File: src/rtl/pack_pkg.sv
// rtl/pack_pkg.sv - shared framing constants and unpacker state type
package pack_pkg;

    localparam int SIZE_BIT_PACK   = 1976;
    localparam int SIZE_PREAMBLE   = 32;
    localparam int SIZE_OUTPUT_BIT = 8;

    localparam logic [SIZE_PREAMBLE-1:0] PREAMBLE_DATA  = 32'h1ACFFC1D;
    localparam logic [SIZE_PREAMBLE-1:0] PREAMBLE_BLANK = 32'hE53003E2;

    localparam int SIZE_PAYLOAD_BIT     = SIZE_BIT_PACK - SIZE_PREAMBLE;
    localparam int LENGTH_PAYLOAD_WORDS = SIZE_PAYLOAD_BIT / SIZE_OUTPUT_BIT;

    localparam int BIT_CNT_W  = $clog2(SIZE_BIT_PACK);
    localparam int CHK_CNT_W  = $clog2(SIZE_PREAMBLE) + 1;
    localparam int BYTE_IDX_W = $clog2(SIZE_OUTPUT_BIT);
    localparam int WORD_IDX_W = BIT_CNT_W - BYTE_IDX_W;

    typedef enum logic [1:0] {
        HUNT,
        DATA,
        SKIP,
        CHECK
    } unpack_state_t;

endpackage

File: src/rtl/preamble_window.sv
// rtl/preamble_window.sv - 32-bit serial window with data/blank preamble match
//
// Ports:
//   i_clk, i_reset_n : clock, synchronous active-low reset
//   shift_en         : shift bit_in into the window LSB this cycle
//   bit_in           : serial bit
//   hit_data         : post-shift window equals the data preamble
//   hit_blank        : post-shift window equals the blank preamble
module preamble_window
    import pack_pkg::*;
(
    input  logic i_clk,
    input  logic i_reset_n,
    input  logic shift_en,
    input  logic bit_in,
    output logic hit_data,
    output logic hit_blank
);

    logic [SIZE_PREAMBLE-1:0] window_q;
    logic [SIZE_PREAMBLE-1:0] window_d;
    logic [SIZE_PREAMBLE-1:0] window_shift;

    // Matches are taken on the shifted value so the bit being accepted
    // this cycle already takes part in the compare.
    always_comb begin
        window_shift = {window_q[SIZE_PREAMBLE-2:0], bit_in};
        window_d     = shift_en ? window_shift : window_q;
    end

    always_ff @(posedge i_clk) begin
        if (!i_reset_n) begin
            window_q <= '0;
        end else begin
            window_q <= window_d;
        end
    end

    assign hit_data  = shift_en && (window_shift == PREAMBLE_DATA);
    assign hit_blank = shift_en && (window_shift == PREAMBLE_BLANK);

endmodule

File: src/rtl/frame_unpack.sv
// rtl/frame_unpack.sv - serial packet deframer: preamble hunt, lock, byte assembly
//
// Ports:
//   i_clk, i_reset_n         : clock, synchronous active-low reset
//   i_data, i_valid_input    : serial input bit and its qualifier
//   o_ready                  : bit is taken when i_valid_input && o_ready
//   o_data, o_valid          : assembled payload byte, first bit in o_data[7]
//   i_ready_output           : downstream accepts o_data
//   o_first, o_last          : byte 0 / last byte of a packet payload
//   o_locked, o_sync_loss    : frame lock status, one-cycle lock-loss pulse
module frame_unpack
    import pack_pkg::*;
(
    input  logic                       i_clk,
    input  logic                       i_reset_n,
    input  logic                       i_data,
    input  logic                       i_valid_input,
    output logic                       o_ready,
    output logic [SIZE_OUTPUT_BIT-1:0] o_data,
    output logic                       o_valid,
    input  logic                       i_ready_output,
    output logic                       o_first,
    output logic                       o_last,
    output logic                       o_locked,
    output logic                       o_sync_loss
);

    localparam logic [BIT_CNT_W-1:0]  PAYLOAD_LAST = BIT_CNT_W'(SIZE_PAYLOAD_BIT - 1);
    localparam logic [CHK_CNT_W-1:0]  CHECK_LAST   = CHK_CNT_W'(SIZE_PREAMBLE - 1);
    localparam logic [WORD_IDX_W-1:0] WORD_LAST    = WORD_IDX_W'(LENGTH_PAYLOAD_WORDS - 1);

    unpack_state_t state_q, state_d;
    logic [BIT_CNT_W-1:0]       bit_cnt_q, bit_cnt_d;
    logic [CHK_CNT_W-1:0]       chk_cnt_q, chk_cnt_d;
    logic [SIZE_OUTPUT_BIT-2:0] byte_sr_q, byte_sr_d;
    logic [SIZE_OUTPUT_BIT-1:0] data_q, data_d;
    logic                       valid_q, valid_d;
    logic                       first_q, first_d;
    logic                       last_q, last_d;
    logic                       locked_q, locked_d;
    logic                       sync_loss_q, sync_loss_d;

    logic                  ready;
    logic                  accept;
    logic                  byte_done;
    logic [WORD_IDX_W-1:0] word_idx;
    logic                  hit_data;
    logic                  hit_blank;

    preamble_window u_window (
        .i_clk     (i_clk),
        .i_reset_n (i_reset_n),
        .shift_en  (accept),
        .bit_in    (i_data),
        .hit_data  (hit_data),
        .hit_blank (hit_blank)
    );

    // The next DATA bit finishes a byte; it can only be taken if the output
    // register is free now or is being emptied this very cycle.
    assign byte_done = (bit_cnt_q[BYTE_IDX_W-1:0] == {BYTE_IDX_W{1'b1}});
    assign ready     = !((state_q == DATA) && byte_done && valid_q && !i_ready_output);
    assign accept    = i_valid_input && ready;
    assign word_idx  = bit_cnt_q[BIT_CNT_W-1:BYTE_IDX_W];

    always_comb begin
        state_d     = state_q;
        bit_cnt_d   = bit_cnt_q;
        chk_cnt_d   = chk_cnt_q;
        byte_sr_d   = byte_sr_q;
        data_d      = data_q;
        valid_d     = valid_q && !i_ready_output;
        first_d     = first_q;
        last_d      = last_q;
        locked_d    = locked_q;
        sync_loss_d = 1'b0;

        if (accept) begin
            case (state_q)
                HUNT: begin
                    if (hit_data) begin
                        state_d   = DATA;
                        bit_cnt_d = '0;
                    end else if (hit_blank) begin
                        state_d   = SKIP;
                        bit_cnt_d = '0;
                    end
                end
                DATA, SKIP: begin
                    if (state_q == DATA) begin
                        byte_sr_d = {byte_sr_q[SIZE_OUTPUT_BIT-3:0], i_data};
                        if (byte_done) begin
                            data_d  = {byte_sr_q, i_data};
                            valid_d = 1'b1;
                            first_d = (word_idx == '0);
                            last_d  = (word_idx == WORD_LAST);
                        end
                    end
                    if (bit_cnt_q == PAYLOAD_LAST) begin
                        state_d   = CHECK;
                        bit_cnt_d = '0;
                        chk_cnt_d = '0;
                    end else begin
                        bit_cnt_d = bit_cnt_q + 1'b1;
                    end
                end
                CHECK: begin
                    if (chk_cnt_q == CHECK_LAST) begin
                        chk_cnt_d = '0;
                        bit_cnt_d = '0;
                        if (hit_data) begin
                            state_d  = DATA;
                            locked_d = 1'b1;
                        end else if (hit_blank) begin
                            state_d  = SKIP;
                            locked_d = 1'b1;
                        end else begin
                            // Lost alignment: resume hunting from the next bit.
                            state_d     = HUNT;
                            locked_d    = 1'b0;
                            sync_loss_d = 1'b1;
                        end
                    end else begin
                        chk_cnt_d = chk_cnt_q + 1'b1;
                    end
                end
                default: state_d = HUNT;
            endcase
        end
    end

    always_ff @(posedge i_clk) begin
        if (!i_reset_n) begin
            state_q     <= HUNT;
            bit_cnt_q   <= '0;
            chk_cnt_q   <= '0;
            byte_sr_q   <= '0;
            data_q      <= '0;
            valid_q     <= 1'b0;
            first_q     <= 1'b0;
            last_q      <= 1'b0;
            locked_q    <= 1'b0;
            sync_loss_q <= 1'b0;
        end else begin
            state_q     <= state_d;
            bit_cnt_q   <= bit_cnt_d;
            chk_cnt_q   <= chk_cnt_d;
            byte_sr_q   <= byte_sr_d;
            data_q      <= data_d;
            valid_q     <= valid_d;
            first_q     <= first_d;
            last_q      <= last_d;
            locked_q    <= locked_d;
            sync_loss_q <= sync_loss_d;
        end
    end

    assign o_ready     = ready;
    assign o_data      = data_q;
    assign o_valid     = valid_q;
    assign o_first     = first_q;
    assign o_last      = last_q;
    assign o_locked    = locked_q;
    assign o_sync_loss = sync_loss_q;

endmodule

File: config.mk
export PLATFORM = sky130hd
export DESIGN_NAME = frame_unpack
export DESIGN_NICKNAME = d
export VERILOG_FILES = /design/src/rtl/pack_pkg.sv /design/src/rtl/preamble_window.sv /design/src/rtl/frame_unpack.sv
export SDC_FILE = /design/constraint.sdc
export NUM_CORES = 1
export LEC_CHECK = 0
export CAP_MARGIN = 10
export CORE_MARGIN = 2
export CORE_UTILIZATION = 53
export CTS_CLUSTER_DIAMETER = 200
export CTS_CLUSTER_SIZE = 28
export DETAILED_ROUTE_END_ITERATION = 16
export PLACE_DENSITY = 0.75
export SLEW_MARGIN = 40
export SYNTH_ARGS = -nofsm -noshare
export SYNTH_HDL_FRONTEND = slang
export SYNTH_SLANG_ARGS = --single-unit
File: constraint.sdc
create_clock -name i_clk -period 2.34 [get_ports i_clk]
set_input_delay 0.234 -clock i_clk [delete_from_list [all_inputs] [get_ports i_clk]]
set_output_delay 0.234 -clock i_clk [all_outputs]
set_load 0.05 [all_outputs]
Word-level counts from Yosys, hierarchy flattened --
Index checks and enable logic that the tools add are counted.
Cells by class: equal/unequal tests 12, bitwise logic cells 4, add/subtract/negate cells 2, multiplexer cells 22, reductions and logical operators 20
Operators by type and width (count):
- 11-bit 2-to-1 mux | 4
- 11-bit one-hot mux with 3 select lines | 1
- 32-bit by 29-bit equality test with 1-bit output, second input constant | 1
- 32-bit equality test, second input constant | 1
- 2-bit 2-to-1 mux | 6
- 6-bit 2-to-1 mux | 2
- 6-bit one-hot mux with 2 select lines | 1
- 3-bit AND reduction | 4
- 11-bit by 1-bit adder with 11-bit output, second input constant | 1
- 11-bit equality test, second input constant | 1
- 8-bit equality test, second input constant | 1
- 8-bit zero test | 1
- 4-bit AND reduction | 2
- 1-bit logical AND | 7
- 1-bit 2-to-1 mux | 7
- 6-bit by 1-bit adder with 6-bit output, second input constant | 1
- 6-bit by 5-bit equality test with 1-bit output, second input constant | 1
- 2-bit one-hot mux with 3 select lines | 1
- 5-bit OR reduction | 1
- 2-bit equality test, second input constant | 2
- 2-bit inequality test, second input constant | 2
- 1-bit NOT | 4
- 3-bit equality test, second input constant | 1
- 3-bit inequality test, second input constant | 1
- other kinds (5) | 6
Word-level totals: output and inout bits 14, input bits 5, word-level logic and storage cells 71, register bits 70

Longest topological paths before layout --
depth in word-level cells 11, gate-level depth with buffers 10, mapped depth without buffers 7

Modules after synthesis --
Synthesis repeated with hierarchy kept, for this count alone.
Unflattened totals: cells, all modules 348, area, all modules 3315.7 um2
Modules (own cells, without submodules):
- frame_unpack | seq. area each 780.7 um2, times used 1, area an instance 1941.9 um2, cells an instance 222
- preamble_window | seq. area each 620.6 um2, times used 1, area an instance 1373.8 um2, cells an instance 126

Least setup slack after synthesis --
OpenSTA, ideal clock, no wires.
path type flip-flop to flip-flop, start point reg state_q[1], end point reg state_q[1], slack -0.350 ns, required time 2.204 ns, period minus slack after synthesis 2.690 ns, data arrival time 2.554 ns, stages on the path, launching flop included 10, setup time 0.136 ns, path buffers 2, cells stage by stage dfxtp_1 -> inv_1 -> ha_1 -> clkbuf_1 -> nand4b_1 -> and2_1 -> clkbuf_1 -> a41o_1 -> a2111oi_0 -> a211oi_1
Between the ends: cells in the longest elaborated chain, start to end 11, elaborated cells between the ends (all ways) 21, classes of those cells 6 x eq/ne; 5 x mux; 10 x reduce/logical
Ends and longest elaborated chain:
- from (decl) | line frame_unpack.sv:32 | unpack_state_t state_q, state_d;
- from (signal assigned) | line frame_unpack.sv:145 | state_q <= state_d;
- 2-bit by 1-bit equality test with 1-bit output (*) | line frame_unpack.sv:62 | assign ready = !((state_q == DATA) && byte_done && valid_q && !i_ready_output);
- 1-bit logical AND (*) (3 in a row) | line frame_unpack.sv:62
- 1-bit zero test (*) | line frame_unpack.sv:62
- net o_ready | line frame_unpack.sv:18 | output logic o_ready,
- 1-bit logical AND (*) | line frame_unpack.sv:63 | assign accept = i_valid_input && ready;
- 1-bit logical AND | line preamble_window.sv:40 | assign hit_blank = shift_en && (window_shift == PREAMBLE_BLANK);
- 2-bit 2-to-1 mux | line frame_unpack.sv:114 | end else if (hit_blank) begin
- 2-bit 2-to-1 mux | line frame_unpack.sv:111 | if (hit_data) begin
- 2-bit 2-to-1 mux | line frame_unpack.sv:108 | if (chk_cnt_q == CHECK_LAST) begin
- 2-bit one-hot mux with 3 select lines | line frame_unpack.sv:79 | case (state_q)
Mark *: on every way through the listed nets, which the timed path passes. The rest lies on a longest branch. The select of a mux whose other input is x is not followed. A chain may end at the register's enable or synchronous reset.

Worst setup path in the final report --
start point reg u_window.window_q[4], end point reg state_q[1]
Between the ends: cells in the longest elaborated chain, start to end 6, elaborated cells between the ends (all ways) 11, classes of those cells 3 x eq/ne; 5 x mux; 3 x reduce/logical
Ends and longest elaborated chain:
- from (decl) | line preamble_window.sv:20 | logic [SIZE_PREAMBLE-1:0] window_q;
- from (signal assigned) | line preamble_window.sv:35 | window_q <= window_d;
- 32-bit equality test | line preamble_window.sv:40
- 1-bit logical AND | line preamble_window.sv:40
- 2-bit 2-to-1 mux | line frame_unpack.sv:114
- 2-bit 2-to-1 mux | line frame_unpack.sv:111
- 2-bit 2-to-1 mux | line frame_unpack.sv:108
- 2-bit one-hot mux with 3 select lines | line frame_unpack.sv:79
Several ways; a longest one is shown, not always the timed one. The select of a mux whose other input is x is not followed.

==> results.cfg <==
[detailed_routing]
drc_errors = 0
num_vias = 3162
wl_um = 7850
wl_per_cell_um = 14.8
drtIter0Drc = 396
viasPerCell = 5.95
postRouteAntennaNets = 0
first_pass_iters = 5

[clock_tree]
path_clk_slew_ns = 0.08
insertion_delay_ns = 0.35
cts_buffers = 9
cts.sinks = 70
htreeDepth = 3
cts-root-buf = clkbuf_8
cts_tree = built
clk_path_buf_depth = 2

[die]
die_w_um = 83.4
die-area_um2 = 6960
rows = 28
io_pins = 19
die_height_um = 83.4
start_util_pct = 55.5
coreArea_um2 = 6030

[critical_path]
crit-reg2reg-launch = u_window.window_q[4]$_SDFFE_PN0N_
crit_fanout = 9
worst_setup_path_end_kind = register
startpoint = u_window.window_q[4]$_SDFFE_PN0N_
cp.required_ns = 2.55
cp_data_arrival_time_ns = 2.48
r2r-end = state_q[1]$_SDFFE_PN0P_
start_kind = register
rr_worst_depth = 5
r2r_slack_ns = 0.06
critPathKind = register to register
crit_end = state_q[1]$_SDFFE_PN0P_

[flow_run]
maxCapViolations = 0

[synthesis]
ys_seq_area_share_pct = 41.9
synthCells = 421
syn_area_per_cell_um2 = 7.94
synth_top_cell_area_share_pct = 41.9
synthesis.nets = 432
synth_ff_type = dfxtp_1
ys_ff_latch = 70
synth_edf_count = 0
ys_top_cells_by_area = dfxtp_1 (42%), nand2_1 (12%), a21oi_1 (8.8%)
synth_cell_types = 48
netlist_area_um2 = 3340
yosysWarnings = 0
yosysTopAreaCell = dfxtp_1
async_flop_share_pct = 0

[timing]
hold_violations = 0
worst_slack_ns = 0.0626
fin_crit_ns = 2.28
finClkSkew_ns = 0.00748
period_share_pct = 97.3
worst_pin_slew_ns = 0.701
final.setup.tns_ns = 0
rsz0062_at_grt = true
setup_viol = 0
fmax_mhz = 439
drv_slew = 0
relSlewSlack_pct = 52.8

[layout]
finish.utilization_pct = 66.7
nets = 462
n_antenna_cell = 0
area_delta_synth_final_pct = 20.1
final_cell_area_um2 = 4020
layout-drive-gt1-share_pct = 14.5
nFillCells = 501

[power]
power_density_nw_per_um2 = 594
power.leakage_nw = 1.35
ir_worst_vdd_mv = 0.462

[global_routing]
grt_max_degree = 38
grt_pass1_wl_um = 13300
grt_overflow = 0
grt_usage_pct = 23.2
first_global_vias = 2894
antenna_found_initial = 0

[place]
hpwl_um = 5240
gp_congestion = 0.922
placed_area_um2 = 3770
port_buffers = 18
post-place-ws_ns = -0.0751

[hold_path]
min_path_cells = 2
hold_class = register to register

[status]
status = complete, no violations
-- layout make-up --
type | count | area, um2 | area share, %
Tap cell | 75 | 93.8 | 2.34
Inverter | 3 | 11.3 | 0.280
Clock buffer | 10 | 138 | 3.43
Sequential cell | 70 | 1410 | 35.0
Multi-Input combinational cell | 321 | 1880 | 46.9
Clock inverter | 6 | 93.8 | 2.34
Timing Repair Buffer | 46 | 388 | 9.66
-- flip-flops by register name (all words and copies together) (netlist names) --
name	count
o_first	1
o_locked	1
o_last	1
o_valid	1
u_window.window_q	31
o_sync_loss	1
state_q	2
o_data	8
byte_sr_q	7
chk_cnt_q	6
bit_cnt_q	11
-- cell usage after synthesis, drive strengths merged (3+ instances only) --
library cell  count
a21oi            59
inv               3
nand4b            5
o21a              5
mux2i             6
a211oi            3
nand2b            3
nor3              6
and4              3
nand4             7
a221oi            3
nor4bb           10
o211ai            7
nor4              7
dfxtp            70
nand3            16
nand2           108
ha                6
nor2             15
and3              6
and2              4
clkbuf           25
xnor2             4
o21ai             6
or3               6
nor4b             4
-- how the worst min path moves through the flow --
stage / from / endpoint / slack [ns]
finish: o_data[2]$_SDFFE_PN0P_ / o_data[2]$_SDFFE_PN0P_ / 0.46
global route: byte_sr_q[6]$_SDFFE_PN0P_ / o_data[7]$_SDFFE_PN0P_ / 0.49
CTS: o_data[2]$_SDFFE_PN0P_ / o_data[2]$_SDFFE_PN0P_ / 0.46
detailed placement: o_data[2]$_SDFFE_PN0P_ / o_data[2]$_SDFFE_PN0P_ / 0.45
global placement: byte_sr_q[6]$_SDFFE_PN0P_ / o_data[7]$_SDFFE_PN0P_ / 0.44
floorplan: i_data / u_window.window_q[0]$_SDFFE_PN0N_ / 0.37
-- per-layer routing --
layer	wire length [um]	vias up	track usage [%]
met4	148	0	9.09
met1	3570	1463	30.3
li1	-	1570	-
met2	3650	111	37.0
met3	469	18	6.06
met5	0	-	0
-- where the power goes --
group          total [W]  switching [W]  internal (W)
sequential       0.00119     0.00000239       0.00119
clock            0.00112       0.000480      0.000636
combinational  0.0000758      0.0000536     0.0000222
total            0.00239       0.000536       0.00185
-- placed cells by master (no fill, tap or decap), types with 4 or more instances in the layout --
cell / n
and3_1: 6
a21oi_1: 59
nor3_1: 4
nand4_1: 7
nor2_1: 15
clkdlybuf4s50_1: 17
clkbuf_8: 10
dfxtp_1: 65
buf_4: 29
nor4b_1: 4
nand3_1: 16
mux2i_1: 6
dfxtp_2: 5
o21a_1: 5
or3_1: 5
nand2_1: 107
nor4_1: 7
nand4b_1: 5
and2_1: 4
o211ai_1: 7
o21ai_0: 6
xnor2_1: 4
nor4bb_1: 10
-- critical path, stage by stage, from the launching register on --
cell       delay, ns
dfxtp_1         0.31
or4b_1          0.51
or4_4           0.43
or3_4           0.41
a2111oi_2       0.43
a211oi_2        0.05
-- kinds of logic (layout without fill, tap and decap cells) --
family	after synthesis	after routing	share of synthesized area [%]
AO/OA/AOI/OAI	95	95	17.3
adder cells (fa/ha/maj)	6	6	2.25
XOR/XNOR	4	4	1.05
multiplexers	6	6	1.80
buffers and inverters	30	65	3.59
flip-flops	70	70	41.9
AND/OR/NAND/NOR	210	210	32.1
-- timing repair --
item / CTS / global route
resized for setup: 0 / 4
hold endpoints to repair: 0 / 0
pin swaps: 1 / 0
buffers inserted: 0 / 0
setup endpoints to repair: 1 / 4
hold buffers: 0 / 0
gates cloned: 0 / 0
-- through the flow --
step | hold slack (ns) | power [W] | std cells
finish | 0.458 | 0.00239 | 531
global route | 0.489 | 0.00247 | 531
CTS | 0.462 | 0.00241 | 531
detailed placement | 0.451 | 0.00130 | 515
global placement | 0.440 | 0.00130 | 515
floorplan | 0.370 | 0.00127 | 421
Note: power is estimated with default switching activity, not from simulation.
